<file path="src/rtl/regfile_wr_arbiter.sv">
// regfile_wr_arbiter
//   Shares the single write port (w / select_register / s) of the 16 x N
//   general register file among three requesters:
//     0 = ALU writeback, 1 = memory load return, 2 = immediate/move unit.
//   Round-robin arbitration with an optional burst lock (8-grant cap) and a
//   valid/ready handshake per requester. Write-port outputs are registered,
//   so a write appears one cycle after its transfer.
//
// Ports
//   clk, rst                 clock, synchronous active-high reset
//   stall                    datapath hold: no grants, all bookkeeping frozen
//   reqX_valid/addr/data/lock  request, destination, data, burst lock
//   reqX_ready               grant (combinational, one-hot or zero)
//   w, select_register, s    register-file write enable / index / data
//   lock_active              high while the port is held in LOCKED
//   prot_err                 one-cycle pulse on a blocked write to index 0
//
// Optional feature macro: REGFILE_WR_PROTECT_EN
//   Defined: a transfer to index 0 completes its handshake but is not
//   forwarded to the register file; prot_err pulses instead.
//   Undefined: index 0 is an ordinary index and prot_err is tied low.

module regfile_wr_arbiter #(
    parameter int N  = 16,
    parameter int AW = 4
) (
    input  logic          clk,
    input  logic          rst,
    input  logic          stall,
    input  logic          req0_valid,
    input  logic          req1_valid,
    input  logic          req2_valid,
    input  logic [AW-1:0] req0_addr,
    input  logic [AW-1:0] req1_addr,
    input  logic [AW-1:0] req2_addr,
    input  logic [N-1:0]  req0_data,
    input  logic [N-1:0]  req1_data,
    input  logic [N-1:0]  req2_data,
    input  logic          req0_lock,
    input  logic          req1_lock,
    input  logic          req2_lock,
    output logic          req0_ready,
    output logic          req1_ready,
    output logic          req2_ready,
    output logic          w,
    output logic [AW-1:0] select_register,
    output logic [N-1:0]  s,
    output logic          lock_active,
    output logic          prot_err
);

    typedef enum logic {FREE, LOCKED} state_t;

    state_t        state, state_n;
    logic [1:0]    ptr, ptr_n;
    logic [1:0]    owner, owner_n;
    logic [2:0]    cnt, cnt_n;

    logic [2:0]    valid, lock, ready;
    logic          gnt_any;
    logic [1:0]    gnt, idx;
    logic [AW-1:0] gaddr;
    logic [N-1:0]  gdata;

    assign valid = {req2_valid, req1_valid, req0_valid};
    assign lock  = {req2_lock, req1_lock, req0_lock};
    assign {req2_ready, req1_ready, req0_ready} = ready;
    assign lock_active = (state == LOCKED);

    function automatic logic [1:0] rr_idx(input logic [1:0] p, input int unsigned k);
        int unsigned v;
        v = (int'(p) + k) % 3;
        return v[1:0];
    endfunction

    always_comb begin
        state_n = state;
        ptr_n   = ptr;
        owner_n = owner;
        cnt_n   = cnt;
        gnt_any = 1'b0;
        gnt     = '0;
        idx     = '0;
        ready   = '0;
        if (!stall) begin
            case (state)
                FREE: begin
                    for (int unsigned k = 1; k <= 3; k++) begin
                        idx = rr_idx(ptr, k);
                        if (!gnt_any && valid[idx]) begin
                            gnt_any = 1'b1;
                            gnt     = idx;
                        end
                    end
                    if (gnt_any) begin
                        ptr_n = gnt;
                        if (lock[gnt]) begin
                            state_n = LOCKED;
                            owner_n = gnt;
                            // The entry grant is the first of at most eight.
                            cnt_n   = 3'd1;
                        end
                    end
                end
                LOCKED: begin
                    if (valid[owner]) begin
                        gnt_any = 1'b1;
                        gnt     = owner;
                        if (!lock[owner]) begin
                            state_n = FREE;
                        end else if (cnt == 3'd7) begin
                            // Starvation cap: hand priority to the others.
                            state_n = FREE;
                            ptr_n   = owner;
                        end else begin
                            cnt_n = cnt + 3'd1;
                        end
                    end else begin
                        state_n = FREE;
                    end
                end
                default: state_n = FREE;
            endcase
        end
        if (gnt_any) ready[gnt] = 1'b1;
    end

    always_comb begin
        case (gnt)
            2'd1:    begin gaddr = req1_addr; gdata = req1_data; end
            2'd2:    begin gaddr = req2_addr; gdata = req2_data; end
            default: begin gaddr = req0_addr; gdata = req0_data; end
        endcase
    end

`ifdef REGFILE_WR_PROTECT_EN
    logic prot_q;
    assign prot_err = prot_q;
`else
    assign prot_err = 1'b0;
`endif

    always_ff @(posedge clk) begin
        if (rst) begin
            state           <= FREE;
            ptr             <= 2'd2;
            owner           <= '0;
            cnt             <= '0;
            w               <= 1'b0;
            select_register <= '0;
            s               <= '0;
`ifdef REGFILE_WR_PROTECT_EN
            prot_q          <= 1'b0;
`endif
        end else begin
            state <= state_n;
            ptr   <= ptr_n;
            owner <= owner_n;
            cnt   <= cnt_n;
            w     <= 1'b0;
`ifdef REGFILE_WR_PROTECT_EN
            prot_q <= 1'b0;
            if (gnt_any) begin
                if (gaddr == '0) begin
                    prot_q <= 1'b1;
                end else begin
                    w               <= 1'b1;
                    select_register <= gaddr;
                    s               <= gdata;
                end
            end
`else
            if (gnt_any) begin
                w               <= 1'b1;
                select_register <= gaddr;
                s               <= gdata;
            end
`endif
        end
    end

endmodule

</file>
<file path="config.mk">
export PLATFORM = sky130hd
export DESIGN_NAME = regfile_wr_arbiter
export DESIGN_NICKNAME = d
export VERILOG_FILES = /design/src/rtl/regfile_wr_arbiter.sv
export SDC_FILE = /design/constraint.sdc
export NUM_CORES = 1
export LEC_CHECK = 0
export BUFFER_PORTS_ARGS = -buffer_cell sky130_fd_sc_hd__buf_4
export CORE_MARGIN = 2
export CORE_UTILIZATION = 50
export DETAILED_ROUTE_END_ITERATION = 8
export PLACE_DENSITY = 0.93
export SYNTH_ARGS = -nofsm -noshare
export SYNTH_HDL_FRONTEND = slang
export SYNTH_SLANG_ARGS = --single-unit
</file>
<file path="constraint.sdc">
create_clock -name clk -period 8.4 [get_ports clk]
set_input_delay 1.26 -clock clk [delete_from_list [all_inputs] [get_ports clk]]
set_output_delay 1.26 -clock clk [all_outputs]
set_load 0.01 [all_outputs]
</file>
==> impl_metrics.env <==
export IMPL_status="finished, final reports clean"
export IMPL_crit_type="input port to output port"
export IMPL_timing_setup_tns_ns=0
export IMPL_wl_mm=5.56
export IMPL_yosys_warnings=0
export IMPL_cts_buffers=5
export IMPL_p_total_mw=0.909
export IMPL_track_usage_pct=24.8
export IMPL_yosysSeqAreaShare_pct=29.7
export IMPL_clock_fmax_ghz=0.206
export IMPL_synth_nets=318
export IMPL_ir_drop_uv=177
export IMPL_hp_class="flop to flop"
export IMPL_grt_max_degree=41
export IMPL_power_leakage_nw=1.30
export IMPL_cts_resized=0
export IMPL_final_common_cell="buf_4"
export IMPL_wl_per_cell_microns=14.9
export IMPL_clk_path_buf_depth=2
export IMPL_drtAntennaViolNets=0
export IMPL_cts_tree="done"
export IMPL_rows=22
export IMPL_synth_area_sq_um=1950
export IMPL_clk_pin_slew_ns=0.06
export IMPL_slew_headroom_pct=33.9
export IMPL_fin_crit_sh_pct=57.9
export IMPL_die_area_sq_um=4420
export IMPL_syn_avg_cell_area_sq_um=8.13
export IMPL_synth_cells=240
export IMPL_worst_slew_pin_slew_ns=0.992
export IMPL_io_pins=95
export IMPL_power_density_nw_per_um2=329
export IMPL_endpoint_kind="output port"
export IMPL_clk_latency_ns=0.29
export IMPL_route_vias_total=2089
export IMPL_first_iter_violations=98
export IMPL_post_route_drc_count=0
export IMPL_clockRootBuffer="clkbuf_8"
export IMPL_start_util_pct=52.5
export IMPL_grt_pass1_vias=1929
export IMPL_final_max_slew_viol_count=0
export IMPL_n_antenna_cell=0
export IMPL_final_cell_mix="93 x buf_4, 29 x dfxtp_1, 26 x mux2i_1"
export IMPL_drive_gt1_share_pct=33.8
export IMPL_setup_worst_path_start_class="input port"
export IMPL_area_growth_pct=41.7
export IMPL_max_cap_violations=0
export IMPL_crit_fanout=21
export IMPL_timing_final_hold_violations=0
export IMPL_postCtsHoldBufs=0
export IMPL_post_route_min_period_ns=4.86
export IMPL_fp_dieH_microns=66.5
export IMPL_fp_coreArea_sq_um=3720
export IMPL_htree_levels=2
export IMPL_cts_setup_buffers=0
export IMPL_setup_viol=0
export IMPL_critPathArrivalTime_ns=3.60
export IMPL_layout_nets=402
export IMPL_synthFlopType="dfxtp_1"
export IMPL_synth_cell_type_count=44
export IMPL_antenna_found_initial=0
export IMPL_worstPathRequired_ns=7.14
export IMPL_synth_seq_cells=29
export IMPL_synth_edf_count=0
export IMPL_die_w_microns=66.5
export IMPL_rsz0062_at_grt="no"
export IMPL_skew_ns=0.00960
export IMPL_first_pass_iters=4
export IMPL_cts_num_sinks=29
export IMPL_timing_hold_ws_ns=0.505
export IMPL_gp_congestion=0.885
export IMPL_async_flop_share_pct=0
export IMPL_grt_pass1_wl_mm=8.36
export IMPL_viasPerCell=5.60
export IMPL_hpwlAfterDp_mm=3.99
export IMPL_grt_ovfl_total=0
export IMPL_portBuffers=93
## routing by layer
metal  part of all wire, %  vias up  global-route usage [%]
met5                     0        -                       0
met1                    41      951                    28.9
met4                   2.0        0                    8.42
li1                      -     1033                       -
met2                    50       92                    42.9
met3                   7.3       13                    7.43
## cells by family after synthesis
logic type	after synthesis	synth area share, %
flip-flops	29	29.7
adder cells (fa/ha/maj)	9	5.77
multiplexers	30	15.6
other	1	0.192
AO/OA/AOI/OAI	71	24.6
buffers and inverters	25	5.26
AND/OR/NAND/NOR	75	18.8
## final timing paths
kind / from / endpoint / slack [ns] / cells past startpoint
min reg2reg: s[5] / s[5] / 0.50 / 2
min: s[5] / s[5] / 0.50 / 2
max reg2reg: ptr[0] / s[6] / 4.77 / 12
max: req1_valid / req2_ready / 3.54 / 10
## Yosys cell counts (4+ instances only)
library cell	number	share of area, %
inv_1	9	1.7
nand2_1	23	4.4
dfxtp_1	29	30
ha_1	9	5.8
nor2b_1	4	1.3
o21ai_0	23	5.9
nor2_1	24	4.6
clkbuf_1	12	2.3
mux2i_1	26	13
a22oi_1	20	7.7
a21oi_1	7	1.8
nand2b_1	5	1.6
## through the flow
stage | util, % | instance area (sq um) | setup slack (ns) | std cells
after floorplan | - | 1950 | 4.13 | 240
after global placement | 71.3 | 2650 | 3.68 | 365
after detailed placement | 71.3 | 2650 | 3.61 | 365
after CTS | 74.4 | 2770 | 3.58 | 373
after global routing | 74.4 | 2770 | 3.35 | 373
final | 74.4 | 2770 | 3.54 | 373
## registers in the layout (all words and copies together), names as in the netlist
register,count
cnt,3
lock_active,1
owner,2
ptr,2
s,16
select_register,4
w,1
## where the power goes
group	switching [mW]	total, mW	internal (mW)	leakage (nW)
combinational	0.299	0.539	0.240	1.00
clock	0.0553	0.152	0.0966	0.0585
sequential	0.0357	0.218	0.182	0.238
total	0.390	0.909	0.519	1.30
## worst max-delay path: stages
cell and delay [ns]:
buf_4 0.13, and3b_4 0.19, a311o_1 0.33, o22ai_2 0.23, nor2_1 0.09, a31oi_1 0.22
or2_2 0.17, ha_1 0.64, and2_1 0.23, buf_4 0.12
## cell type report
class	count	area (sq um)
multi-input combinational	186	1280
fill	300	951
timing repair buffer	93	698
sequential	29	581
clock buffer	7	86.3
tap	48	60.1
inverter	9	33.8
clock inverter	1	30.0
No activity file was read; power rests on OpenSTA's default activity.
